## config.mk

```make
export PLATFORM = sky130hd
export DESIGN_NAME = id_ex_hazard_stage_flat
export DESIGN_NICKNAME = d
export VERILOG_FILES = /design/src/rtl/id_ex_hazard_stage_pkg.sv /design/src/rtl/id_ex_hazard_stage_if.sv /design/src/rtl/id_ex_hazard_stage_scoreboard.sv /design/src/rtl/id_ex_hazard_stage.sv /design/src/flat_wrapper.sv
export SDC_FILE = /design/constraint.sdc
export NUM_CORES = 1
export LEC_CHECK = 0
export CORE_MARGIN = 1
export CORE_UTILIZATION = 56
export DETAILED_ROUTE_END_ITERATION = 10
export DONT_BUFFER_PORTS = 1
export PLACE_DENSITY = 0.76
export SETUP_SLACK_MARGIN = 0.05
export SLEW_MARGIN = 20
export SYNTH_ARGS = -nofsm -noshare
export SYNTH_HDL_FRONTEND = slang
export SYNTH_HIERARCHICAL = 1
export SYNTH_SLANG_ARGS = --single-unit
```

## constraint.sdc

```tcl
create_clock -name clk -period 2 [get_ports clk]
set_clock_uncertainty 0.05 [all_clocks]
set_input_delay 0.4 -clock clk [delete_from_list [all_inputs] [get_ports clk]]
set_output_delay 0.4 -clock clk [all_outputs]
set_load 0.1 [all_outputs]
```

## src/rtl/id_ex_hazard_stage_pkg.sv

```systemverilog
// -----------------------------------------------------------------------------
// pipe_pkg
// Shared definitions for the ID/EX stage of the non-forwarding pipeline:
// ALU op class encodings, the default register-address width and the packed
// control bundle carried from ID into EX.
// -----------------------------------------------------------------------------
package pipe_pkg;

   localparam int REG_AW = 5;

   localparam logic [1:0] ALUOP_ADD = 2'b00;
   localparam logic [1:0] ALUOP_RI  = 2'b01;
   localparam logic [1:0] ALUOP_BR  = 2'b10;

   // Control fields latched by the ID/EX register (rd is kept separately so
   // its width can follow the module parameter).
   typedef struct packed {
      logic       valid;
      logic [2:0] funct3;
      logic       funct7b5;
      logic [1:0] alu_op;
      logic       opcode_b5;
      logic       reg_wr;
   } id_ex_ctrl_t;

   // All-zero control word; alu_op=ADD with no writeback is a harmless bubble.
   function automatic id_ex_ctrl_t bubble_ctrl();
      id_ex_ctrl_t c;
      c.valid     = 1'b0;
      c.funct3    = 3'b000;
      c.funct7b5  = 1'b0;
      c.alu_op    = ALUOP_ADD;
      c.opcode_b5 = 1'b0;
      c.reg_wr    = 1'b0;
      return c;
   endfunction

endpackage

```

## src/rtl/id_ex_hazard_stage_if.sv

```systemverilog
// -----------------------------------------------------------------------------
// id_ex_if
// ID-side inputs, EX-side outputs and the IF/ID stall of the ID/EX stage.
//   master : upstream/downstream pipeline (drives id_*, ex_flush, pipe_hold)
//   slave  : id_ex_hazard_stage (drives ex_*, stall_ifid)
// -----------------------------------------------------------------------------
interface id_ex_if #(
   parameter int REG_AW = pipe_pkg::REG_AW
);
   logic              id_valid;
   logic [2:0]        id_funct3;
   logic              id_funct7b5;
   logic [1:0]        id_alu_op;
   logic              id_opcode_b5;
   logic [REG_AW-1:0] id_rs1;
   logic [REG_AW-1:0] id_rs2;
   logic              id_rs1_used;
   logic              id_rs2_used;
   logic [REG_AW-1:0] id_rd;
   logic              id_reg_wr;
   logic              ex_flush;
   logic              pipe_hold;

   logic              ex_valid;
   logic [2:0]        ex_funct3;
   logic              ex_funct7b5;
   logic [1:0]        ex_alu_op;
   logic              ex_opcode_b5;
   logic [REG_AW-1:0] ex_rd;
   logic              ex_reg_wr;
   logic              stall_ifid;

   modport master (
      output id_valid, id_funct3, id_funct7b5, id_alu_op, id_opcode_b5,
             id_rs1, id_rs2, id_rs1_used, id_rs2_used, id_rd, id_reg_wr,
             ex_flush, pipe_hold,
      input  ex_valid, ex_funct3, ex_funct7b5, ex_alu_op, ex_opcode_b5,
             ex_rd, ex_reg_wr, stall_ifid
   );

   modport slave (
      input  id_valid, id_funct3, id_funct7b5, id_alu_op, id_opcode_b5,
             id_rs1, id_rs2, id_rs1_used, id_rs2_used, id_rd, id_reg_wr,
             ex_flush, pipe_hold,
      output ex_valid, ex_funct3, ex_funct7b5, ex_alu_op, ex_opcode_b5,
             ex_rd, ex_reg_wr, stall_ifid
   );
endinterface

```

## src/rtl/id_ex_hazard_stage_scoreboard.sv

```systemverilog
// -----------------------------------------------------------------------------
// hazard_scoreboard
// Shift array of in-flight writers {wr, rd}; entry 0 mirrors the EX register,
// older entries track MEM/WB. Flags a RAW hazard when a used, nonzero source
// register of the ID instruction matches any recorded writer.
// Ports:
//   clk, rst_n          clock, synchronous active-low reset
//   shift_en            advance the array by one stage this edge
//   push_wr, push_rd    new entry 0 contents
//   id_valid            ID holds a real instruction
//   rs1/rs2, *_used     ID source registers and their use flags
//   hazard              combinational RAW hazard flag
// -----------------------------------------------------------------------------
module hazard_scoreboard #(
   parameter int HAZ_DEPTH = 3,
   parameter int REG_AW    = 5
) (
   input  logic              clk,
   input  logic              rst_n,
   input  logic              shift_en,
   input  logic              push_wr,
   input  logic [REG_AW-1:0] push_rd,
   input  logic              id_valid,
   input  logic [REG_AW-1:0] rs1,
   input  logic [REG_AW-1:0] rs2,
   input  logic              rs1_used,
   input  logic              rs2_used,
   output logic              hazard
);
   logic              wr_r [HAZ_DEPTH];
   logic [REG_AW-1:0] rd_r [HAZ_DEPTH];
   logic              match1_s;
   logic              match2_s;

   // Writer shift array: new entry at 0, oldest falls off the end.
   always_ff @(posedge clk) begin
      if (!rst_n) begin
         for (int i = 0; i < HAZ_DEPTH; i++) begin
            wr_r[i] <= 1'b0;
            rd_r[i] <= {REG_AW{1'b0}};
         end
      end else if (shift_en) begin
         wr_r[0] <= push_wr;
         rd_r[0] <= push_rd;
         for (int i = 1; i < HAZ_DEPTH; i++) begin
            wr_r[i] <= wr_r[i-1];
            rd_r[i] <= rd_r[i-1];
         end
      end else begin
         for (int i = 0; i < HAZ_DEPTH; i++) begin
            wr_r[i] <= wr_r[i];
            rd_r[i] <= rd_r[i];
         end
      end
   end

   // Compare both sources against every live writer entry.
   always_comb begin
      match1_s = 1'b0;
      match2_s = 1'b0;
      for (int i = 0; i < HAZ_DEPTH; i++) begin
         match1_s = match1_s | (wr_r[i] && (rd_r[i] == rs1));
         match2_s = match2_s | (wr_r[i] && (rd_r[i] == rs2));
      end
   end

   // x0 is hardwired, so a read of x0 never waits.
   assign hazard = id_valid &&
                   ((rs1_used && (rs1 != {REG_AW{1'b0}}) && match1_s) ||
                    (rs2_used && (rs2 != {REG_AW{1'b0}}) && match2_s));

endmodule

```

## src/rtl/id_ex_hazard_stage.sv

```systemverilog
// -----------------------------------------------------------------------------
// id_ex_hazard_stage
// ID/EX pipeline register with RAW interlock for the non-forwarding pipeline.
// Latches decoded ALU-control fields, and while a source register still has a
// write in flight it stalls IF/ID and injects bubbles into EX.
// Ports:
//   clk        clock
//   rst_n      synchronous active-low reset
//   bus        id_ex_if.slave: id_* decoded fields, ex_flush, pipe_hold in;
//              ex_* ALU-control/writeback fields and stall_ifid out
//   stall_cnt  (only with ID_EX_STALL_CNT_EN) count of hazard bubbles
// Optional build macro: ID_EX_STALL_CNT_EN adds the stall_cnt counter/port.
// Edge priority: pipe_hold > ex_flush > hazard > normal load.
// -----------------------------------------------------------------------------
module id_ex_hazard_stage #(
   parameter int HAZ_DEPTH = 3,
   parameter int REG_AW    = pipe_pkg::REG_AW
) (
   input  logic        clk,
   input  logic        rst_n,
   id_ex_if.slave      bus
`ifdef ID_EX_STALL_CNT_EN
   ,
   output logic [31:0] stall_cnt
`endif
);
   import pipe_pkg::*;

   id_ex_ctrl_t       ex_ctrl_r;
   logic [REG_AW-1:0] ex_rd_r;
   id_ex_ctrl_t       id_ctrl_s;
   logic              hazard_s;
   logic              shift_s;
   logic              load_s;
   logic              stall_s;
   logic              push_wr_s;
   logic [REG_AW-1:0] push_rd_s;

   hazard_scoreboard #(
      .HAZ_DEPTH (HAZ_DEPTH),
      .REG_AW    (REG_AW)
   ) u_scoreboard (
      .clk      (clk),
      .rst_n    (rst_n),
      .shift_en (shift_s),
      .push_wr  (push_wr_s),
      .push_rd  (push_rd_s),
      .id_valid (bus.id_valid),
      .rs1      (bus.id_rs1),
      .rs2      (bus.id_rs2),
      .rs1_used (bus.id_rs1_used),
      .rs2_used (bus.id_rs2_used),
      .hazard   (hazard_s)
   );

   // Control fields presented by ID.
   always_comb begin
      id_ctrl_s.valid     = bus.id_valid;
      id_ctrl_s.funct3    = bus.id_funct3;
      id_ctrl_s.funct7b5  = bus.id_funct7b5;
      id_ctrl_s.alu_op    = bus.id_alu_op;
      id_ctrl_s.opcode_b5 = bus.id_opcode_b5;
      id_ctrl_s.reg_wr    = bus.id_reg_wr;
   end

   // Decide hold / bubble / load; a flush cancels the stall since the ID
   // instruction is being discarded anyway.
   always_comb begin
      shift_s = 1'b0;
      load_s  = 1'b0;
      stall_s = 1'b0;
      if (bus.pipe_hold) begin
         stall_s = 1'b1;
      end else if (bus.ex_flush) begin
         shift_s = 1'b1;
      end else if (hazard_s) begin
         shift_s = 1'b1;
         stall_s = 1'b1;
      end else begin
         shift_s = 1'b1;
         load_s  = 1'b1;
      end
   end

   // New scoreboard entry: only real writers to a nonzero rd are recorded.
   always_comb begin
      push_wr_s = load_s && bus.id_valid && bus.id_reg_wr &&
                  (bus.id_rd != {REG_AW{1'b0}});
      if (load_s) begin
         push_rd_s = bus.id_rd;
      end else begin
         push_rd_s = {REG_AW{1'b0}};
      end
   end

   // ID/EX register.
   always_ff @(posedge clk) begin
      if (!rst_n) begin
         ex_ctrl_r <= bubble_ctrl();
         ex_rd_r   <= {REG_AW{1'b0}};
      end else if (bus.pipe_hold) begin
         ex_ctrl_r <= ex_ctrl_r;
         ex_rd_r   <= ex_rd_r;
      end else if (load_s) begin
         ex_ctrl_r <= id_ctrl_s;
         ex_rd_r   <= bus.id_rd;
      end else begin
         ex_ctrl_r <= bubble_ctrl();
         ex_rd_r   <= {REG_AW{1'b0}};
      end
   end

   assign bus.ex_valid     = ex_ctrl_r.valid;
   assign bus.ex_funct3    = ex_ctrl_r.funct3;
   assign bus.ex_funct7b5  = ex_ctrl_r.funct7b5;
   assign bus.ex_alu_op    = ex_ctrl_r.alu_op;
   assign bus.ex_opcode_b5 = ex_ctrl_r.opcode_b5;
   assign bus.ex_reg_wr    = ex_ctrl_r.reg_wr;
   assign bus.ex_rd        = ex_rd_r;
   assign bus.stall_ifid   = stall_s;

`ifdef ID_EX_STALL_CNT_EN
   logic        haz_bubble_s;
   logic [31:0] stall_cnt_r;

   assign haz_bubble_s = !bus.pipe_hold && !bus.ex_flush && hazard_s;

   // Count hazard bubbles only (not flush bubbles or held cycles); wraps.
   always_ff @(posedge clk) begin
      if (!rst_n) begin
         stall_cnt_r <= 32'd0;
      end else if (haz_bubble_s) begin
         stall_cnt_r <= stall_cnt_r + 32'd1;
      end else begin
         stall_cnt_r <= stall_cnt_r;
      end
   end

   assign stall_cnt = stall_cnt_r;
`endif

endmodule

```

## src/flat_wrapper.sv

```systemverilog
// flat-port wrapper written by rule: the top's interface ports become plain ports
module id_ex_hazard_stage_flat import pipe_pkg::*;
#(
   parameter int HAZ_DEPTH = 3,
   parameter int REG_AW    = pipe_pkg::REG_AW
)
  (clk, rst_n, bus_id_valid, bus_id_funct3, bus_id_funct7b5, bus_id_alu_op, bus_id_opcode_b5, bus_id_rs1, bus_id_rs2, bus_id_rs1_used, bus_id_rs2_used, bus_id_rd, bus_id_reg_wr, bus_ex_flush, bus_pipe_hold, bus_ex_valid, bus_ex_funct3, bus_ex_funct7b5, bus_ex_alu_op, bus_ex_opcode_b5, bus_ex_rd, bus_ex_reg_wr, bus_stall_ifid);
  id_ex_if #(.REG_AW(REG_AW)) bus_i ();
  input  logic clk;
  input  logic rst_n;
  input wire logic [$bits(bus_i.id_valid)-1:0] bus_id_valid;
  input wire logic [$bits(bus_i.id_funct3)-1:0] bus_id_funct3;
  input wire logic [$bits(bus_i.id_funct7b5)-1:0] bus_id_funct7b5;
  input wire logic [$bits(bus_i.id_alu_op)-1:0] bus_id_alu_op;
  input wire logic [$bits(bus_i.id_opcode_b5)-1:0] bus_id_opcode_b5;
  input wire logic [$bits(bus_i.id_rs1)-1:0] bus_id_rs1;
  input wire logic [$bits(bus_i.id_rs2)-1:0] bus_id_rs2;
  input wire logic [$bits(bus_i.id_rs1_used)-1:0] bus_id_rs1_used;
  input wire logic [$bits(bus_i.id_rs2_used)-1:0] bus_id_rs2_used;
  input wire logic [$bits(bus_i.id_rd)-1:0] bus_id_rd;
  input wire logic [$bits(bus_i.id_reg_wr)-1:0] bus_id_reg_wr;
  input wire logic [$bits(bus_i.ex_flush)-1:0] bus_ex_flush;
  input wire logic [$bits(bus_i.pipe_hold)-1:0] bus_pipe_hold;
  output wire logic [$bits(bus_i.ex_valid)-1:0] bus_ex_valid;
  output wire logic [$bits(bus_i.ex_funct3)-1:0] bus_ex_funct3;
  output wire logic [$bits(bus_i.ex_funct7b5)-1:0] bus_ex_funct7b5;
  output wire logic [$bits(bus_i.ex_alu_op)-1:0] bus_ex_alu_op;
  output wire logic [$bits(bus_i.ex_opcode_b5)-1:0] bus_ex_opcode_b5;
  output wire logic [$bits(bus_i.ex_rd)-1:0] bus_ex_rd;
  output wire logic [$bits(bus_i.ex_reg_wr)-1:0] bus_ex_reg_wr;
  output wire logic [$bits(bus_i.stall_ifid)-1:0] bus_stall_ifid;
  assign bus_i.id_valid = bus_id_valid;
  assign bus_i.id_funct3 = bus_id_funct3;
  assign bus_i.id_funct7b5 = bus_id_funct7b5;
  assign bus_i.id_alu_op = bus_id_alu_op;
  assign bus_i.id_opcode_b5 = bus_id_opcode_b5;
  assign bus_i.id_rs1 = bus_id_rs1;
  assign bus_i.id_rs2 = bus_id_rs2;
  assign bus_i.id_rs1_used = bus_id_rs1_used;
  assign bus_i.id_rs2_used = bus_id_rs2_used;
  assign bus_i.id_rd = bus_id_rd;
  assign bus_i.id_reg_wr = bus_id_reg_wr;
  assign bus_i.ex_flush = bus_ex_flush;
  assign bus_i.pipe_hold = bus_pipe_hold;
  assign bus_ex_valid = bus_i.ex_valid;
  assign bus_ex_funct3 = bus_i.ex_funct3;
  assign bus_ex_funct7b5 = bus_i.ex_funct7b5;
  assign bus_ex_alu_op = bus_i.ex_alu_op;
  assign bus_ex_opcode_b5 = bus_i.ex_opcode_b5;
  assign bus_ex_rd = bus_i.ex_rd;
  assign bus_ex_reg_wr = bus_i.ex_reg_wr;
  assign bus_stall_ifid = bus_i.stall_ifid;
  id_ex_hazard_stage #(.HAZ_DEPTH(HAZ_DEPTH), .REG_AW(REG_AW)) u_core (.clk(clk), .rst_n(rst_n), .bus(bus_i));
endmodule
```

==> out/metrics.cfg <==
[floorplan]
core_um2 = 2780
dieArea_um2 = 3180
die_y_um = 56.4
num_rows = 19
dieWidth_um = 56.4
initial_core_util_pct = 59.5
io_pins = 45

[timing]
period_share_pct = 130
min_period_ns = 2.60
slew_headroom_pct = 63.5
setup_viol = 21
rsz0062_at_grt = true
worst_slew_pin_slew_ns = 0.546
slew_viol_final = 0
hold_slack_ns = 0.152
clock.fmax_mhz = 384
fin_setup_tns_ns = -5.30
finalHoldViolCount = 0
setup_ws_ns = -0.603

[power_and_ir_drop]
p_sw_share_pct = 27.1
power.density_nw_per_um2 = 733
power_frac_seq_pct = 49.6
total_power_mw = 1.51
p_int_mw = 1.10
pwr-share-clk_pct = 33.2
p_sw_mw = 0.409
p_leak_nw = 0.888
peakVddDrop_uv = 641
power_frac_comb_pct = 17.2

[logic_synthesis]
synth_common_cells = 24 x xor2_1, 20 x and3_1, 18 x edfxtp_1
syn-num-nets = 192
yosysTopAreaCellShare_pct = 32.7
synthesis.instances = 162
yosysMostFrequentCell = xor2_1
ys.warnings.count = 6
ys_types = 23
synth-async-reset-ratio_pct = 0
ys_ff_latch = 32
ys.flop_type = edfxtp_1
synth_edf_count = 18
synth_area_leaders = edfxtp_1 33%, dfxtp_1 17%, xor2_1 13%
yosysSeqAreaShare_pct = 49.6
synth_area_um2 = 1660
synth_top_area_cell = edfxtp_1
synth.avg_cell_area_um2 = 10.2

[min_path]
hold_class = in2reg
holdPathStages = 2

[critical_path]
rr_worst_depth = 11
path_buf_inv = 2
worstPathMaxFanout = 2
startpoint_type = register
path_depth = 8
critPathMaxStageDelay_ns = 0.43
cpMaxStageDelayCell = edfxtp_1
path_delay_family = simple AND/OR/NAND/NOR gates
crit_path_cell_trace = xor2_1, nor4_2, nand3_1, and3_4, o22ai_4, inv_2, o21ai_4, buf_12
critPathKind = reg2out
endpoint_kind = primary output
arrival_ns = 2.15
required_ns = 1.55

[drt]
num_vias = 1295
met3WireLength_um = 273
drt-initial-drc-count = 65
viasPerCell = 5.91
highest_layer = met4
drc = 0
routed_wl_um = 3650
wl_met1_um = 1500
firstDrtPassIters = 4
wl_per_cell_um = 16.7
wl_met2_um = 1820
detail-route-antenna-nets = 0

[global_routing]
grt_util_all_layers_pct = 24.0
grt_max_degree = 37
gr-total-overflow = 0
grt_pass1_wl_um = 5660
antenna_found_initial = 0
grt_pass1_vias = 1240

[clocking]
cts_tree = yes
clkLatencyLatePin_ns = 0.33
root_buffer = clkbuf_4
cts_max_level = 2
clkSlewWorstSetupHoldPaths_ns = 0.10
numCtsBuffers = 5
cts_sinks = 32
ctsLongestPathBuffers = 2

[placed_design]
pre_cts_ws_ns = -0.408
port_buffers = 0
dp_cells = 207
gp_congestion = 0.914
hpwl_um = 2530

[final_layout]
drive_gt1_share_pct = 32.4
area_growth_pct = 24.3
final_nets = 217
final_cells = 219
n_antenna_cell = 0

[run]
maxCapViolations = 0

[run_status]
status = finished with violations
violations = negative setup slack

worst register-to-register path: stages (launching register included):
cell	delay [ns]
edfxtp_1	0.43
xor2_1	0.17
nor4_2	0.30
nand3_1	0.13
and3_4	0.20
o22ai_4	0.20
buf_4	0.14
buf_4	0.14
buf_4	0.12
nor3_1	0.04
o2111a_1	0.11
and3_1	0.18
state kept, by name, summed over array words and instances, names as in the netlist:
name / cells
u_core/bus.ex_alu_op: 2
u_core/bus.ex_funct3: 3
u_core/bus.ex_funct7b5: 1
u_core/bus.ex_opcode_b5: 1
u_core/bus.ex_rd: 5
u_core/bus.ex_reg_wr: 1
u_core/bus.ex_valid: 1
u_core/u_scoreboard/rd_r: 15
u_core/u_scoreboard/wr_r: 3
kinds of logic after synthesis:
logic type,share of synthesized area [%]
DFF,49.6
xor gates and xnor gates,15.9
AOI/OAI and AO/OA,6.95
and+or+nand+nor,23.7
buffers and inverters,3.85
power groups by stage:
stage	clock network (mW)	logic (mW)	registers, mW
finish	0.501	0.260	0.748
global route	0.543	0.272	0.752
floorplan	0	0.117	0.843
global placement	0	0.234	0.762
CTS	0.514	0.247	0.748
detailed placement	0	0.237	0.763
stage by stage:
step	cell area, um2	util, %
6_report	2060	74.0
5_1_grt	2060	74.0
4_1_cts	2000	71.9
3_5_place_dp	1870	67.1
3_3_place_gp	1870	67.1
2_1_floorplan	1700	-
layout make-up:
cell class	count	area (um2)
Clock buffer	8	90.1
Fill cell	202	723
Inverter	8	30.0
Multi-Input combinational cell	115	871
Sequential cell	32	821
Tap cell	31	38.8
Timing Repair Buffer	25	208
routing by layer:
layer / vias to the layer above / track usage, %
li1: 630 / -
met1: 598 / 29.5
met2: 59 / 38.4
met3: 8 / 8.29
met4: 0 / 10.5
met5: - / 0
what timing repair did:
item	CTS	global route
hold buffers	0	0
resized for setup	6	13
endpoints found under the setup margin	16	21
buffers inserted	2	2
pin swaps	9	11
final timing paths:
path | start | to | slack [ns]
setup / recovery | u_core/u_scoreboard/rd_r[0][10] | bus_stall_ifid | -0.60
hold reg to reg | u_core/bus.ex_alu_op[1] | u_core/bus.ex_alu_op[1] | 0.43
hold / removal | bus_id_alu_op[0] | u_core/bus.ex_alu_op[0] | 0.15
setup reg to reg | u_core/u_scoreboard/rd_r[0][10] | u_core/u_scoreboard/wr_r[0][0] | -0.44
placed cells by master (no fill, tap or decap):
cell type / Yosys / final
xor2_1: 24 / 24
buf_4: 0 / 22
edfxtp_1: 18 / 18
and3_1: 20 / 17
nand2_1: 14 / 14
nand3_1: 14 / 14
dfxtp_1: 14 / 14
o21ai_1: 0 / 8
or4b_4: 2 / 6
inv_2: 0 / 6
a21oi_2: 2 / 6
xnor2_1: 6 / 6
clkbuf_4: 0 / 5
nor4_2: 0 / 4
or4_1: 3 / 3
and3_4: 0 / 3
clkbuf_8: 0 / 2
inv_1: 8 / 2
buf_6: 1 / 2
o211ai_1: 2 / 2
nor4_1: 6 / 2
clkbuf_16: 0 / 1
buf_12: 0 / 1
nor3_1: 1 / 1
o2111a_1: 1 / 1
o21ai_4: 0 / 1
or3_4: 0 / 1
o22ai_4: 0 / 1
nand2b_1: 1 / 1
Power figures use the tool's default switching activity.
==> patch, RTL diff (config.mk and constraints unchanged) <==
`REG_AW` is set to 5 in 2 places; all go to 4.
--- a/src/rtl/id_ex_hazard_stage_pkg.sv
+++ b/src/rtl/id_ex_hazard_stage_pkg.sv
@@ -6,7 +6,7 @@
 // -----------------------------------------------------------------------------
 package pipe_pkg;
 
-   localparam int REG_AW = 5;
+   localparam int REG_AW = 4;
 
    localparam logic [1:0] ALUOP_ADD = 2'b00;
    localparam logic [1:0] ALUOP_RI  = 2'b01;
--- a/src/rtl/id_ex_hazard_stage_scoreboard.sv
+++ b/src/rtl/id_ex_hazard_stage_scoreboard.sv
@@ -13,7 +13,7 @@
 // -----------------------------------------------------------------------------
 module hazard_scoreboard #(
    parameter int HAZ_DEPTH = 3,
-   parameter int REG_AW    = 5
+   parameter int REG_AW    = 4
 ) (
    input  logic              clk,
    input  logic              rst_n,
Ports: changed (resized bus_ex_rd, bus_id_rd, bus_id_rs1 and bus_id_rs2); port bits go from 45 to 41. No check against the original RTL was run, so the function may have changed too.
==> patch against the unedited design <==
  * The flow still finishes with violations (setup timing)
  * Final area down 15%
  * Area after synthesis shrank 15%
  * Total power fell by 23%
  * Wire length down 14%
  * Sequential cell count fell by 4
  * First-iteration DRC count fell by 31%
  * Register-to-register slack better by 0.09 ns
  * Non-clock buffer count decreased by 1
  * Worst setup slack better by 0.060 ns
  * Critical path type unchanged
  * Critical endpoint unchanged
  * Largest cell class unchanged
  * Highest routed layer unchanged
==> patch: results (changes against the unedited design) <==
Status: finished, violations left (unchanged)
Failing checks: setup timing (unchanged)
Synth Area in XOR/XNOR: 14.88% (was 15.87%)
# setup viols final: 19 (was 21)
Mux share of post-synthesis cell area: 0% (unchanged)
Largest fanout on the critical path: 2 (unchanged)
Max FFs per register: 12 (was 15)
TritonRoute pass-1 iters: 4 (unchanged)
Synth Area in Compound Gates: 7.086% (was 6.954%)
Final GP Congestion: 0.8987 (was 0.9142)
Yosys warning count: 6 (unchanged)
Lkg Pwr: 0.7685 nW (was 0.8878 nW)
Netlist cell types: 24 (was 23)
Pin count of the biggest net entering global routing: 34 (was 37)
Slowest cell on crit path: edfxtp_1 (unchanged)
Vias in the first global route: 1057 (was 1240)
GRT Util Overall: 23.37% (was 24.03%)
Worst-skew pair later-pin latency: 0.32 ns
Post-synth EDFFs: 15 (was 18)
Initial antenna violation count: 0 (unchanged)
Hold Crit Class: in -> reg (unchanged)
Final worst slack: -0.5437 ns (was -0.6033 ns)
Layout Nets: 193 (was 217)
DR vias/cell: 5.839 (was 5.913)
Port-buffer cells: 0 (unchanged)
DRT Wirelength: 3157 microns (was 3651 microns)
Max stage delay on crit path: 0.46 ns (was 0.43 ns)
Adder-Cell Fraction of Synth Area: 0% (unchanged)
CP top delay family: buffers and inverters (was simple AND/OR/NAND/NOR gates)
Sequential fraction of the synthesis area: 50.31% (was 49.58%)
Hold path depth: 2 (unchanged)
Layout cell share with drive strength beyond 1: 30.91% (was 32.45%)
Clk buf depth: 2 (unchanged)
Post-synthesis net count: 171 (was 192)
Most frequent cells after synthesis: 18 x nand2_1, 18 x xor2_1, 15 x and3_1, 15 x edfxtp_1, 13 x dfxtp_1 (was 24 x xor2_1, 20 x and3_1, 18 x edfxtp_1)
VDD IR max: 0.4608 mV (was 0.6411 mV)
CTS Buf Count: 3 (was 5)
Ranking of synthesized cells by area: edfxtp_1 32%, dfxtp_1 18%, xor2_1 11%, and3_1 6.6%, nand2_1 4.8% (was edfxtp_1 33%, dfxtp_1 17%, xor2_1 13%, and3_1 7.6%, nand3_1 4.2%)
Asr flop ratio synth: 0% (unchanged)
WP data arrival: 2.09 ns (was 2.15 ns)
Clock-pin slew on the worst setup and hold paths: 0.15 ns (was 0.10 ns)
R2R cell count: 9 (was 11)
H-tree levels: 1 (was 2)
CTS Root Cell: clkbuf_4 (unchanged)
TNS Setup: -2.873 ns (was -5.300 ns)
First-pass GRT wire length: 4547 microns (was 5664 microns)
HPWL Detailed: 2168 microns (was 2527 microns)
Slew @ Worst Pin: 0.4762 ns (was 0.5462 ns)
ANT cells: 0 (unchanged)
Most flop-heavy register: u_core/u_scoreboard/rd_r (unchanged)
Initial DRC count: 45 (was 65)
-- patch: changes by cell type in the layout (fill, tap and decap cells not counted), sizes merged, moves of 2 or more --
cell,delta
xor2,-6
edfxtp,-3
nor2,+2
and3,-5
clkbuf,-4
or4,-2
nand2,+4
nand3,-5
-- patch: logic make-up after synthesis --
logic type / Yosys count
AND/OR/NAND/NOR: 60
flip-flops: 28
XOR/XNOR: 24
AO/OA/AOI/OAI: 18
buffers and inverters: 14
-- patch: final timing paths --
| kind | start | to | slack [ns] |
|---|---|---|---|
| max | u_core/u_scoreboard/rd_r[0][2] | bus_stall_ifid | -0.54 |
| min | bus_id_funct3[0] | u_core/bus.ex_funct3[0] | 0.15 |
| max reg2reg | u_core/u_scoreboard/rd_r[0][2] | u_core/u_scoreboard/wr_r[0][0] | -0.35 |
| min reg2reg | u_core/bus.ex_funct3[0] | u_core/bus.ex_funct3[0] | 0.43 |
-- patch: report_power, final --
group | internal [mW] | switching [mW] | total [mW] | leakage, nW
sequential | 0.634 | 0.0172 | 0.651 | 0.273
clock | 0.111 | 0.163 | 0.274 | 0.0210
combinational | 0.0838 | 0.153 | 0.237 | 0.475
-- patch: final cells by class --
cell class                 count  area [sq um]
inverter                       7         26.28
clock buffer                   4         36.28
multi-input combinational    102         734.5
tap                           28         35.03
sequential                    28         710.7
fill                         152         554.3
timing repair buffer          24         200.2
-- patch: routing by layer --
| metal | part of all wire, % | global-route usage (%) | up-vias |
|---|---|---|---|
| met5 | 0 | 0 | - |
| met4 | 0.92 | 7.018 | 0 |
| met3 | 5.8 | 6.667 | 4 |
| met2 | 50 | 39.74 | 33 |
| met1 | 43 | 28.68 | 539 |
| li1 | - | - | 551 |
-- patch: stage by stage --
stage | area [sq um] | setup WS (ns) | instances | hold slack (ns)
finish | 1743 | -0.5437 | 193 | 0.1510
detailed placement | 1610 | -0.4022 | 188 | 0.4131
global route | 1743 | -0.6934 | 193 | 0.1297
floorplan | 1424 | -0.3149 | 144 | 0.4826
CTS | 1700 | -0.5747 | 193 | 0.1444
global placement | 1610 | -0.2550 | 188 | 0.3960
-- patch: what timing repair did --
action,CTS,global route
gates cloned,0,0
setup buffers,1,0
pin swaps,3,12
endpoints found under the setup margin,19,19
hold buffers,0,0
gates resized for setup,16,12
